===== config.mk =====
export PLATFORM = sky130hd
export DESIGN_NAME = fp_add_pipe
export DESIGN_NICKNAME = d
export VERILOG_FILES = /design/src/rtl/fp_add_pipe.sv
export SDC_FILE = /design/constraint.sdc
export NUM_CORES = 1
export LEC_CHECK = 0
export BUFFER_PORTS_ARGS = -buffer_cell sky130_fd_sc_hd__buf_4
export CAP_MARGIN = 25
export CORE_MARGIN = 2
export CORE_UTILIZATION = 31
export DETAILED_ROUTE_END_ITERATION = 10
export MAX_ROUTING_LAYER = met4
export PLACE_DENSITY = 0.5
export SETUP_SLACK_MARGIN = 0.05
export SLEW_MARGIN = 20
export SYNTH_ARGS = -nofsm -noshare
export SYNTH_HDL_FRONTEND = slang
export SYNTH_SLANG_ARGS = --single-unit

===== constraint.sdc =====
create_clock -name clk -period 5.4 [get_ports clk]
set_input_delay 0.54 -clock clk [delete_from_list [all_inputs] [get_ports clk]]
set_output_delay 0.54 -clock clk [all_outputs]
set_load 0.1 [all_outputs]

===== src/rtl/fp_add_pipe.sv =====
// Pipelined IEEE-754-style FP adder/subtractor with round-to-nearest-even.
// Three register stages (align, add, normalise/round/pack) share one global stall.
module fp_add_pipe #(
  parameter int unsigned EXP_W = 5,
  parameter int unsigned MAN_W = 10
) (
  input  logic                 clk,
  input  logic                 rst_n,
  input  logic                 in_valid,
  output logic                 in_ready,
  input  logic [EXP_W+MAN_W:0] a,
  input  logic [EXP_W+MAN_W:0] b,
  input  logic                 sub,
  output logic                 out_valid,
  input  logic                 out_ready,
  output logic [EXP_W+MAN_W:0] result,
  output logic                 flag_nv,
  output logic                 flag_of,
  output logic                 flag_nx
);
  localparam int unsigned W    = 1 + EXP_W + MAN_W;
  localparam int unsigned SW   = MAN_W + 1;
  localparam int unsigned AW   = MAN_W + 4;
  localparam int unsigned SUMW = MAN_W + 5;
  localparam int unsigned XW   = EXP_W + 2;
  localparam logic [XW-1:0] ExpMax = XW'((1 << EXP_W) - 1);

  logic stall, advance;
  assign stall    = out_valid && !out_ready;
  assign advance  = !stall;
  assign in_ready = advance;

  // ---------------- Stage 1: unpack, order, align, classify ----------------
  logic             signA, signB, effSub, aBig, bigSign;
  logic [EXP_W-1:0] expA, expB, effExpA, effExpB, bigExp, smallExp, expDiff;
  logic [MAN_W-1:0] fracA, fracB;
  logic [SW-1:0]    sigA, sigB, bigSig, smallSig;
  logic [AW-1:0]    smallExt, shifted, lostMask, aligned;
  logic             nanA, nanB, infA, infB, spNaN, spNv, spInf, spInfSign;

  always_comb begin
    signA    = a[W-1];
    signB    = b[W-1] ^ sub;
    expA     = a[W-2:MAN_W];
    expB     = b[W-2:MAN_W];
    fracA    = a[MAN_W-1:0];
    fracB    = b[MAN_W-1:0];
    effSub   = signA ^ signB;
    effExpA  = (expA == '0) ? EXP_W'(1) : expA;
    effExpB  = (expB == '0) ? EXP_W'(1) : expB;
    sigA     = {expA != '0, fracA};
    sigB     = {expB != '0, fracB};
    aBig     = a[W-2:0] >= b[W-2:0];
    bigSign  = aBig ? signA : signB;
    bigExp   = aBig ? effExpA : effExpB;
    smallExp = aBig ? effExpB : effExpA;
    bigSig   = aBig ? sigA : sigB;
    smallSig = aBig ? sigB : sigA;
    expDiff  = bigExp - smallExp;

    // Small significand gains guard/round/sticky slots; shifted-out bits fold into sticky.
    smallExt = {smallSig, 3'b000};
    shifted  = '0;
    lostMask = '0;
    if (32'(expDiff) >= AW) begin
      aligned = {{(AW-1){1'b0}}, |smallSig};
    end else begin
      shifted  = smallExt >> expDiff;
      lostMask = ~({AW{1'b1}} << expDiff);
      aligned  = shifted | {{(AW-1){1'b0}}, |(smallExt & lostMask)};
    end

    nanA      = (expA == '1) && (fracA != '0);
    nanB      = (expB == '1) && (fracB != '0);
    infA      = (expA == '1) && (fracA == '0);
    infB      = (expB == '1) && (fracB == '0);
    spNaN     = nanA || nanB || (infA && infB && effSub);
    spNv      = (nanA && !fracA[MAN_W-1]) || (nanB && !fracB[MAN_W-1]) ||
                (infA && infB && effSub);
    spInf     = infA || infB;
    spInfSign = infA ? signA : signB;
  end

  logic             s1Valid, s1EffSub, s1Sign, s1NaN, s1Nv, s1Inf, s1InfSign;
  logic [EXP_W-1:0] s1Exp;
  logic [SW-1:0]    s1BigSig;
  logic [AW-1:0]    s1Small;

  always_ff @(posedge clk or negedge rst_n) begin
    if (!rst_n) begin
      s1Valid   <= 1'b0;
      s1EffSub  <= 1'b0;
      s1Sign    <= 1'b0;
      s1NaN     <= 1'b0;
      s1Nv      <= 1'b0;
      s1Inf     <= 1'b0;
      s1InfSign <= 1'b0;
      s1Exp     <= '0;
      s1BigSig  <= '0;
      s1Small   <= '0;
    end else if (advance) begin
      s1Valid   <= in_valid;
      s1EffSub  <= effSub;
      s1Sign    <= bigSign;
      s1NaN     <= spNaN;
      s1Nv      <= spNv;
      s1Inf     <= spInf;
      s1InfSign <= spInfSign;
      s1Exp     <= bigExp;
      s1BigSig  <= bigSig;
      s1Small   <= aligned;
    end
  end

  // ---------------- Stage 2: magnitude add/subtract ----------------
  logic [SUMW-1:0] bigExt, sum;

  always_comb begin
    bigExt = {1'b0, s1BigSig, 3'b000};
    sum    = s1EffSub ? bigExt - {1'b0, s1Small} : bigExt + {1'b0, s1Small};
  end

  logic             s2Valid, s2EffSub, s2Sign, s2NaN, s2Nv, s2Inf, s2InfSign;
  logic [EXP_W-1:0] s2Exp;
  logic [SUMW-1:0]  s2Sum;

  always_ff @(posedge clk or negedge rst_n) begin
    if (!rst_n) begin
      s2Valid   <= 1'b0;
      s2EffSub  <= 1'b0;
      s2Sign    <= 1'b0;
      s2NaN     <= 1'b0;
      s2Nv      <= 1'b0;
      s2Inf     <= 1'b0;
      s2InfSign <= 1'b0;
      s2Exp     <= '0;
      s2Sum     <= '0;
    end else if (advance) begin
      s2Valid   <= s1Valid;
      s2EffSub  <= s1EffSub;
      s2Sign    <= s1Sign;
      s2NaN     <= s1NaN;
      s2Nv      <= s1Nv;
      s2Inf     <= s1Inf;
      s2InfSign <= s1InfSign;
      s2Exp     <= s1Exp;
      s2Sum     <= sum;
    end
  end

  // ---------------- Stage 3: normalise, round, pack ----------------
  logic [AW-1:0]    lowSum, norm;
  logic [XW-1:0]    normExp, finExp;
  int unsigned      lzc, shAmt;
  logic [SW-1:0]    mant;
  logic [MAN_W+1:0] mantR;
  logic [MAN_W-1:0] fracOut;
  logic             guardBit, roundBit, stickyBit, roundUp, inexact, ovf, resSign;
  logic [W-1:0]     resD;
  logic             nvD, ofD, nxD;

  always_comb begin
    lowSum = s2Sum[AW-1:0];
    lzc    = AW;
    for (int i = 0; i < AW; i++) begin
      if (lowSum[i]) lzc = AW - 1 - i;
    end
    shAmt = 0;
    if (s2Sum[SUMW-1]) begin
      norm    = {s2Sum[SUMW-1:2], s2Sum[1] | s2Sum[0]};
      normExp = XW'(s2Exp) + XW'(1);
    end else begin
      // Never normalise below exponent 1; what is left packs as a subnormal.
      shAmt   = (lzc < 32'(s2Exp) - 32'd1) ? lzc : 32'(s2Exp) - 32'd1;
      norm    = lowSum << shAmt;
      normExp = XW'(s2Exp) - XW'(shAmt);
    end

    mant      = norm[AW-1:3];
    guardBit  = norm[2];
    roundBit  = norm[1];
    stickyBit = norm[0];
    roundUp   = guardBit && (roundBit || stickyBit || mant[0]);
    inexact   = guardBit || roundBit || stickyBit;
    mantR     = {1'b0, mant} + {{(MAN_W+1){1'b0}}, roundUp};

    if (mantR[MAN_W+1]) begin
      finExp  = normExp + XW'(1);
      fracOut = mantR[MAN_W:1];
    end else if (mantR[MAN_W]) begin
      finExp  = normExp;
      fracOut = mantR[MAN_W-1:0];
    end else begin
      finExp  = '0;
      fracOut = mantR[MAN_W-1:0];
    end
    ovf = finExp >= ExpMax;

    // Exact zero: +0 for a difference, operand sign for (-0)+(-0).
    resSign = (s2Sum == '0) ? (s2Sign && !s2EffSub) : s2Sign;

    nvD = 1'b0;
    ofD = 1'b0;
    nxD = 1'b0;
    if (s2NaN) begin
      resD = {1'b0, {EXP_W{1'b1}}, 1'b1, {(MAN_W-1){1'b0}}};
      nvD  = s2Nv;
    end else if (s2Inf) begin
      resD = {s2InfSign, {EXP_W{1'b1}}, {MAN_W{1'b0}}};
    end else if (ovf) begin
      resD = {resSign, {EXP_W{1'b1}}, {MAN_W{1'b0}}};
      ofD  = 1'b1;
      nxD  = 1'b1;
    end else begin
      resD = {resSign, finExp[EXP_W-1:0], fracOut};
      nxD  = inexact;
    end
  end

  always_ff @(posedge clk or negedge rst_n) begin
    if (!rst_n) begin
      out_valid <= 1'b0;
      result    <= '0;
      flag_nv   <= 1'b0;
      flag_of   <= 1'b0;
      flag_nx   <= 1'b0;
    end else if (advance) begin
      out_valid <= s2Valid;
      result    <= resD;
      flag_nv   <= nvD;
      flag_of   <= ofD;
      flag_nx   <= nxD;
    end
  end

endmodule


; ---- Yosys cells after proc, flatten, opt, wreduce, memory -nomap -nowiden
; Index checks and enable logic that the tools add are counted.
; W data, S select, Z words.
[totals]
register_bits = 84
in_bits = 37
output_inout_bits = 21
elab_cells = 124
[classes]
eq_ne = 2
addsub = 8
n_bitwise = 6
shifts = 3
n_reduce_logical = 36
n_mux = 41
magnitude_cmp = 4
[op_table]
columns = op, count
row1 = $mux W32, 14
row2 = $lt A32 B32 Y1, 1
row3 = $mux W16, 2
row4 = $shl A14 B32 Y14, 1
row5 = $mux W15, 2
row6 = $mux W14, 2
row7 = $mux W11, 2
row8 = $mux W7, 3
row9 = $logic_not A10 Y1, 2
row10 = $mux W5, 4
row11 = $reduce_bool A10 Y1, 2
row12 = $add A14 B14 Y15, 1
row13 = $ge A15 B15 Y1, 1
row14 = $logic_not A15 Y1, 1
row15 = $sub A14 B14 Y15, 1
row16 = $and A14 B14 Y14, 1
row17 = $not A14 Y14, 1
row18 = $or A14 B1 Y14, 1
row19 = $reduce_or A14 Y1, 1
row20 = $shl A14 B5 Y14 const A, 1
row21 = $shr A14 B5 Y14, 1
row22 = $add A11 B1 Y12, 1
row23 = $logic_and A1 B1 Y1, 11
row24 = $reduce_or A11 Y1, 1
row25 = 17 further kinds, 42

; ---- Logic depth before layout (Yosys ltp)
[depth]
ltp_word = 28
ltp_mapped = 29
depth_no_buf = 26

; ---- Worst setup path before layout
; Ideal clock, no wire load.
[synth_path]
path_type = input-to-reg
from = in a[0]
to = reg s1Small[0]
setup_time_ns = 0.140
slack_ns = -0.684
path_buffers = 3
stages = 29
t_required_ns = 5.260
arrival_time_ns = 5.944
path_cell_list = inv_1 > ha_1 > nand2b_1 > a21o_1 > a21o_1 > a21o_1 > a21o_1 > a21oi_1 > o21ai_0 > a21o_1 > a21oi_1 > buf_1 > clkbuf_1 > clkbuf_1 > nor3_1 > a21oi_1 > ha_1 > inv_1 > fa_1 > a21o_1 > a21oi_1 > xnor2_1 > o21ai_0 > a222oi_1 > o21ai_0 > a221oi_1 > o2111ai_1 > a31oi_1 > a41oi_1
[synth_between]
elab_chain_len = 9
word_cells_on_any_way = 14
classes_between = add/sub: 1 / order compare: 2 / shift: 2 / mux: 4 / bitwise: 3 / reduce/logical: 2
[synth_rtl]
columns = item, line_no
row1 = from (decl), 11  ; input logic [EXP_W+MAN_W:0] a,
row2 = $ge A15 B15 Y1, 53  ; aBig = a[W-2:0] >= b[W-2:0];
row3 = "$mux W5, on equally long branches", "55, 56"
row4 = $sub A5 B5 Y5, 59  ; expDiff = bigExp - smallExp;
row5 = $shl A14 B5 Y14, 69  ; lostMask = ~({AW{1'b1}} << expDiff);
row6 = $not A14 Y14, 69
row7 = $and A14 B14 Y14, 70  ; aligned = shifted | {{(AW-1){1'b0}}, |(smallExt & lostMask)};
row8 = $reduce_or A14 Y1, 70
row9 = $or A14 B1 Y14, 70
row10 = $mux W14 *, 65  ; if (32'(expDiff) >= AW) begin
row11 = to (signal assigned), 111  ; s1Small <= aligned;
row12 = to (decl), 87  ; logic [AW-1:0] s1Small;
; Every way passes the cells marked *; elsewhere a longest branch is shown, timed or not.
; A chain may end at the register's enable or synchronous reset.

; ---- Worst setup path in the final report
[layout_path]
from = reg s2Sum[2]
to = reg result[8]
[layout_between]
elab_chain_len = 26
word_cells_on_any_way = 30
classes_between = add/sub: 3 / order compare: 2 / shift: 1 / mux: 21 / reduce/logical: 3
[layout_rtl]
columns = item, line_no
row1 = from (decl), 125  ; logic [SUMW-1:0] s2Sum;
row2 = from (signal assigned), 147  ; s2Sum <= sum;
row3 = $mux W32 (12 in a row), 166  ; if (lowSum[i]) lzc = AW - 1 - i;
row4 = $lt A32 B32 Y1, 174  ; shAmt = (lzc < 32'(s2Exp) - 32'd1) ? lzc : 32'(s2Exp) - 32'd1;
row5 = $mux W32, 174
row6 = $shl A14 B32 Y14, 175  ; norm = lowSum << shAmt;
row7 = $mux W14, 169  ; if (s2Sum[SUMW-1]) begin
row8 = $logic_or A1 B1 Y1 (2 in a row), 183  ; roundUp = guardBit && (roundBit || stickyBit || mant[0]);
row9 = $logic_and A1 B1 Y1, 183
row10 = $add A11 B1 Y12, 185  ; mantR = {1'b0, mant} + {{(MAN_W+1){1'b0}}, roundUp};
row11 = $mux W7, 190  ; end else if (mantR[MAN_W]) begin
row12 = $mux W7, 187  ; if (mantR[MAN_W+1]) begin
row13 = $ge A7 B5 Y1, 197  ; ovf = finExp >= ExpMax;
row14 = $mux W15 *, 210  ; end else if (ovf) begin
row15 = $mux W16 *, 208  ; end else if (s2Inf) begin
row16 = $mux W16 *, 205  ; if (s2NaN) begin
row17 = to (signal assigned), 229  ; result <= resD;
row18 = to (decl), 16  ; output logic [EXP_W+MAN_W:0] result,
; Marked as above.

==> reports/summary.md <==
The required time of the critical path came out at 5660 ps. In this run the mean area of a mapped cell was 7.74 um2. Among all stages on the critical path, the largest delay is contributed by or4_4.

The run gives 350 ps as the latest clock arrival within the worst-skew pair. Across the whole layout, storage elements account for 0.00211 mm2. The run gives 7,972 as the number of global-route vias before repair.

The total overflow left after global routing is 0. Global-route total usage across every layer: 0.190. Entering global routing, the biggest net connects 73 pins. The run gives 0.00823 mm2 as the synthesized cell area.

The placed instances occupy a cell area of 0.00960 mm2. In the routed layout, each cell is associated on average with a via count of 5.41. The setup-violating endpoint count in the final report is 0, and the total vias in the final route is 8,176. The clock period could shrink to 4990 ps.

The tools report the number of max-slew violations in the final report as 0. The logs give 25,500 um for the final wirelength and 19,800 um for the total half-perimeter wirelength after legalization and detailed placement. In this run the standard cell core region covers 0.0261 mm2. The run gives 4.48 nW as the leakage power of the design.

The run gives 0.404 as the worst relative slew slack. Port buffering added 57 buffers. The clock passes through at most 2 buffers. The H-tree was split into 3 levels. The combined area of the multi-input logic cells came out at 0.00580 mm2.

The category of the critical setup timing path was reg -> reg. The synthesized design contains 0 enable-type register cells. Across the run, the number of max-cap violations was 0. The repair_antennas step left the layout with diodes totalling 0. Area of the die: 0.0279 mm2. After filler insertion, the fill cell instance count of the layout stands at 2,735.

The tightest min-delay check is of the in -> async type. For the final routed database, the setup TNS stands at 0 ps. Once detail routing completed, the nets flagged for antenna violations numbered 0. After technology mapping, the gate count stands at 1,064. In this design, the critical path's most frequently occurring cell is buf_4.

Final period utilization: 0.925. The tools report the library cell used as clock root buffer as clkbuf_16. Counting every net in the synthesized netlist gives 1,157. Row generation in the floorplan step produced 59 rows. Across the routed clock network, the largest skew measured is 10.6 ps. The die span in y works out to 167 um.

The kind of start point of the critical path was a register. TritonCTS created 9 clock buffers. The proportion of synthesized flip-flops having asynchronous set or reset is 1.00, and the buffer and inverter count on the worst path is 3. The run finished with clean final reports. The sequential cell area fraction in the yosys report is 0.255, and the slew of the pin with the lowest slew margin is 894 ps. Clock-pin slew was measured on the worst setup and hold paths at 70 ps. Among cell families on the critical path, the largest total delay comes from compound AO/OA/AOI/OAI gates. The post-route cell area is 0.0100 mm2. The area added between synthesis and finish was 21.8%; the delay of the slowest cell on the worst path was 550 ps. The number of synthesized register bits works out to 84. STA classifies the critical path endpoint as a register. Dividing total power by cell area gives a power density of 715 mW/mm2. The die boundary width was 167 um. For this run, the leading register cell type out of synthesis is dfrtp_1.

The peak ir drop on the vdd network is 0.295 mV, and the portion of synthesized cell area occupied by the leading cell type is 0.255. The critical path goes through o31ai_1 -> a2111oi_2 -> buf_4 -> ha_1 -> o211a_1 -> a211oi_2 -> or2_4 -> a31o_4 -> buf_4 -> a22oi_1 -> a311oi_4 -> o311ai_2 -> buf_4 -> nor3_4 -> nand2_1 -> or4_4 -> and2_1 -> a211o_1 -> o31ai_1. After detailed routing, the number of remaining DRC violations is 0. The run gives 0.200 GHz as the fmax.

Yosys mapped the design onto 88 distinct sky130hd cell types. In this run, the number of DRC markers left after iteration 0 of detailed routing was 479. The total number of nets in the final design was 1,263; the critical-path maximum fanout was 8. The routability-driven placement congestion ratio was 0.929; the layout cell share with drive strength beyond 1 was 0.206.

Of all cell types, the one taking the most synthesized area is dfrtp_1. Setup repair after global routing left no endpoint under its margin. The logs give 0 for the final hold violation count and 5260 ps for the arrival time at the worst endpoint. The number of detailed-route iterations in the first pass came out at 6. After detailed routing, the average wire length per cell comes to 16.9 um.

The number of warnings printed during yosys synthesis came out at 0. The run gives 58 as the I/O pin count. The run gives 0 as the initial antenna violation count.

The worst register-to-register path has a setup slack of 410 ps. By area the synthesized netlist is led by dfrtp_1 26%, ha_1 8.1%, nand2_1 7.6%. The tools report the initial core utilization as 0.316. The first global-routing pass estimated 42,100 um of wire.

CTS saw 84 sinks. TritonCTS built the clock tree.
## cell type report
| type | instances | area share |
|---|---|---|
| tap | 335 | 0.0418 |
| clock buffer | 9 | 0.0225 |
| multi-input combinational | 857 | 0.579 |
| inverter | 65 | 0.0243 |
| timing repair buffer | 153 | 0.117 |
| clock inverter | 7 | 0.00586 |
| sequential | 84 | 0.210 |
## report_power, final
part / total [mW] / internal (mW) / switching (mW)
clock: 0.602 / 0.320 / 0.282
sequential: 1.12 / 0.869 / 0.250
combinational: 5.45 / 2.28 / 3.17
## final timing paths
| path | startpoint | endpoint | cells after the start |
|---|---|---|---|
| setup / recovery | s2Sum[2] | result[8] | 19 |
| hold reg to reg | s2Valid | out_valid | 1 |
| max in group asynchronous | rst_n | s2Sum[5] | 2 |
| min in group clk | in_valid | s1Valid | 3 |
| setup reg to reg | s2Sum[2] | result[8] | 19 |
| hold / removal | rst_n | result[4] | 1 |
## routing by layer
metal  global-route usage  wire, um
met1                0.266     12600
met2                0.290     11500
met3               0.0223       892
met4               0.0528       496
met5                    -         0
## sequential cells by signal, indices dropped and copies added (netlist names), 5 cells and up
name and cells:
result 16, s1BigSig 11, s1Exp 5, s1Small 14, s2Exp 5, s2Sum 15
## cells in the final DEF, fill, tap and decap left out, types with 38 or more instances in the layout
cell type and count:
dfrtp_1 81, nor3_1 44, nor2_1 83, a21oi_1 49, nand2_1 166, buf_4 151, inv_1 59, ha_1 52
o21ai_0 68, mux2i_1 38
## Yosys cell counts, types with 17 or more instances
master / n
nor3_1: 46
ha_1: 53
a31oi_1: 21
xnor2_1: 17
nor2_1: 84
mux2i_1: 38
dfrtp_1: 84
clkbuf_1: 41
o21ai_0: 72
a21o_1: 17
nand2_1: 166
a21oi_1: 55
nand3_1: 25
inv_1: 60
## kinds of logic after synthesis
kind of cell,after synthesis,share of synthesized area
xor+xnor,31,0.0330
fa+ha+maj,56,0.0878
mux,53,0.0743
flops,84,0.255
buf+inv,123,0.0594
simple gates,416,0.237
compound gates,301,0.253
## what timing repair did
| action | 4_1_cts | 5_1_grt |
|---|---|---|
| setup buffers | 0 | 4 |
| gates resized for setup | 0 | 27 |
| setup endpoints to repair | 0 | 18 |
| hold buffers | 0 | 0 |
## through the flow
stage	total power [mW]	cells	utilization	hold WS, ps	worst slack (ps)
6_report	7.17	1510	0.385	57.9	407
5_1_grt	7.79	1510	0.385	64.6	5.64
3_5_place_dp	6.40	1490	0.369	436	103
4_1_cts	7.03	1506	0.379	47.7	102
3_3_place_gp	6.39	1490	0.369	435	136
2_1_floorplan	4.65	1064	-	244	68.6
No activity file was read; power rests on OpenSTA's default activity.
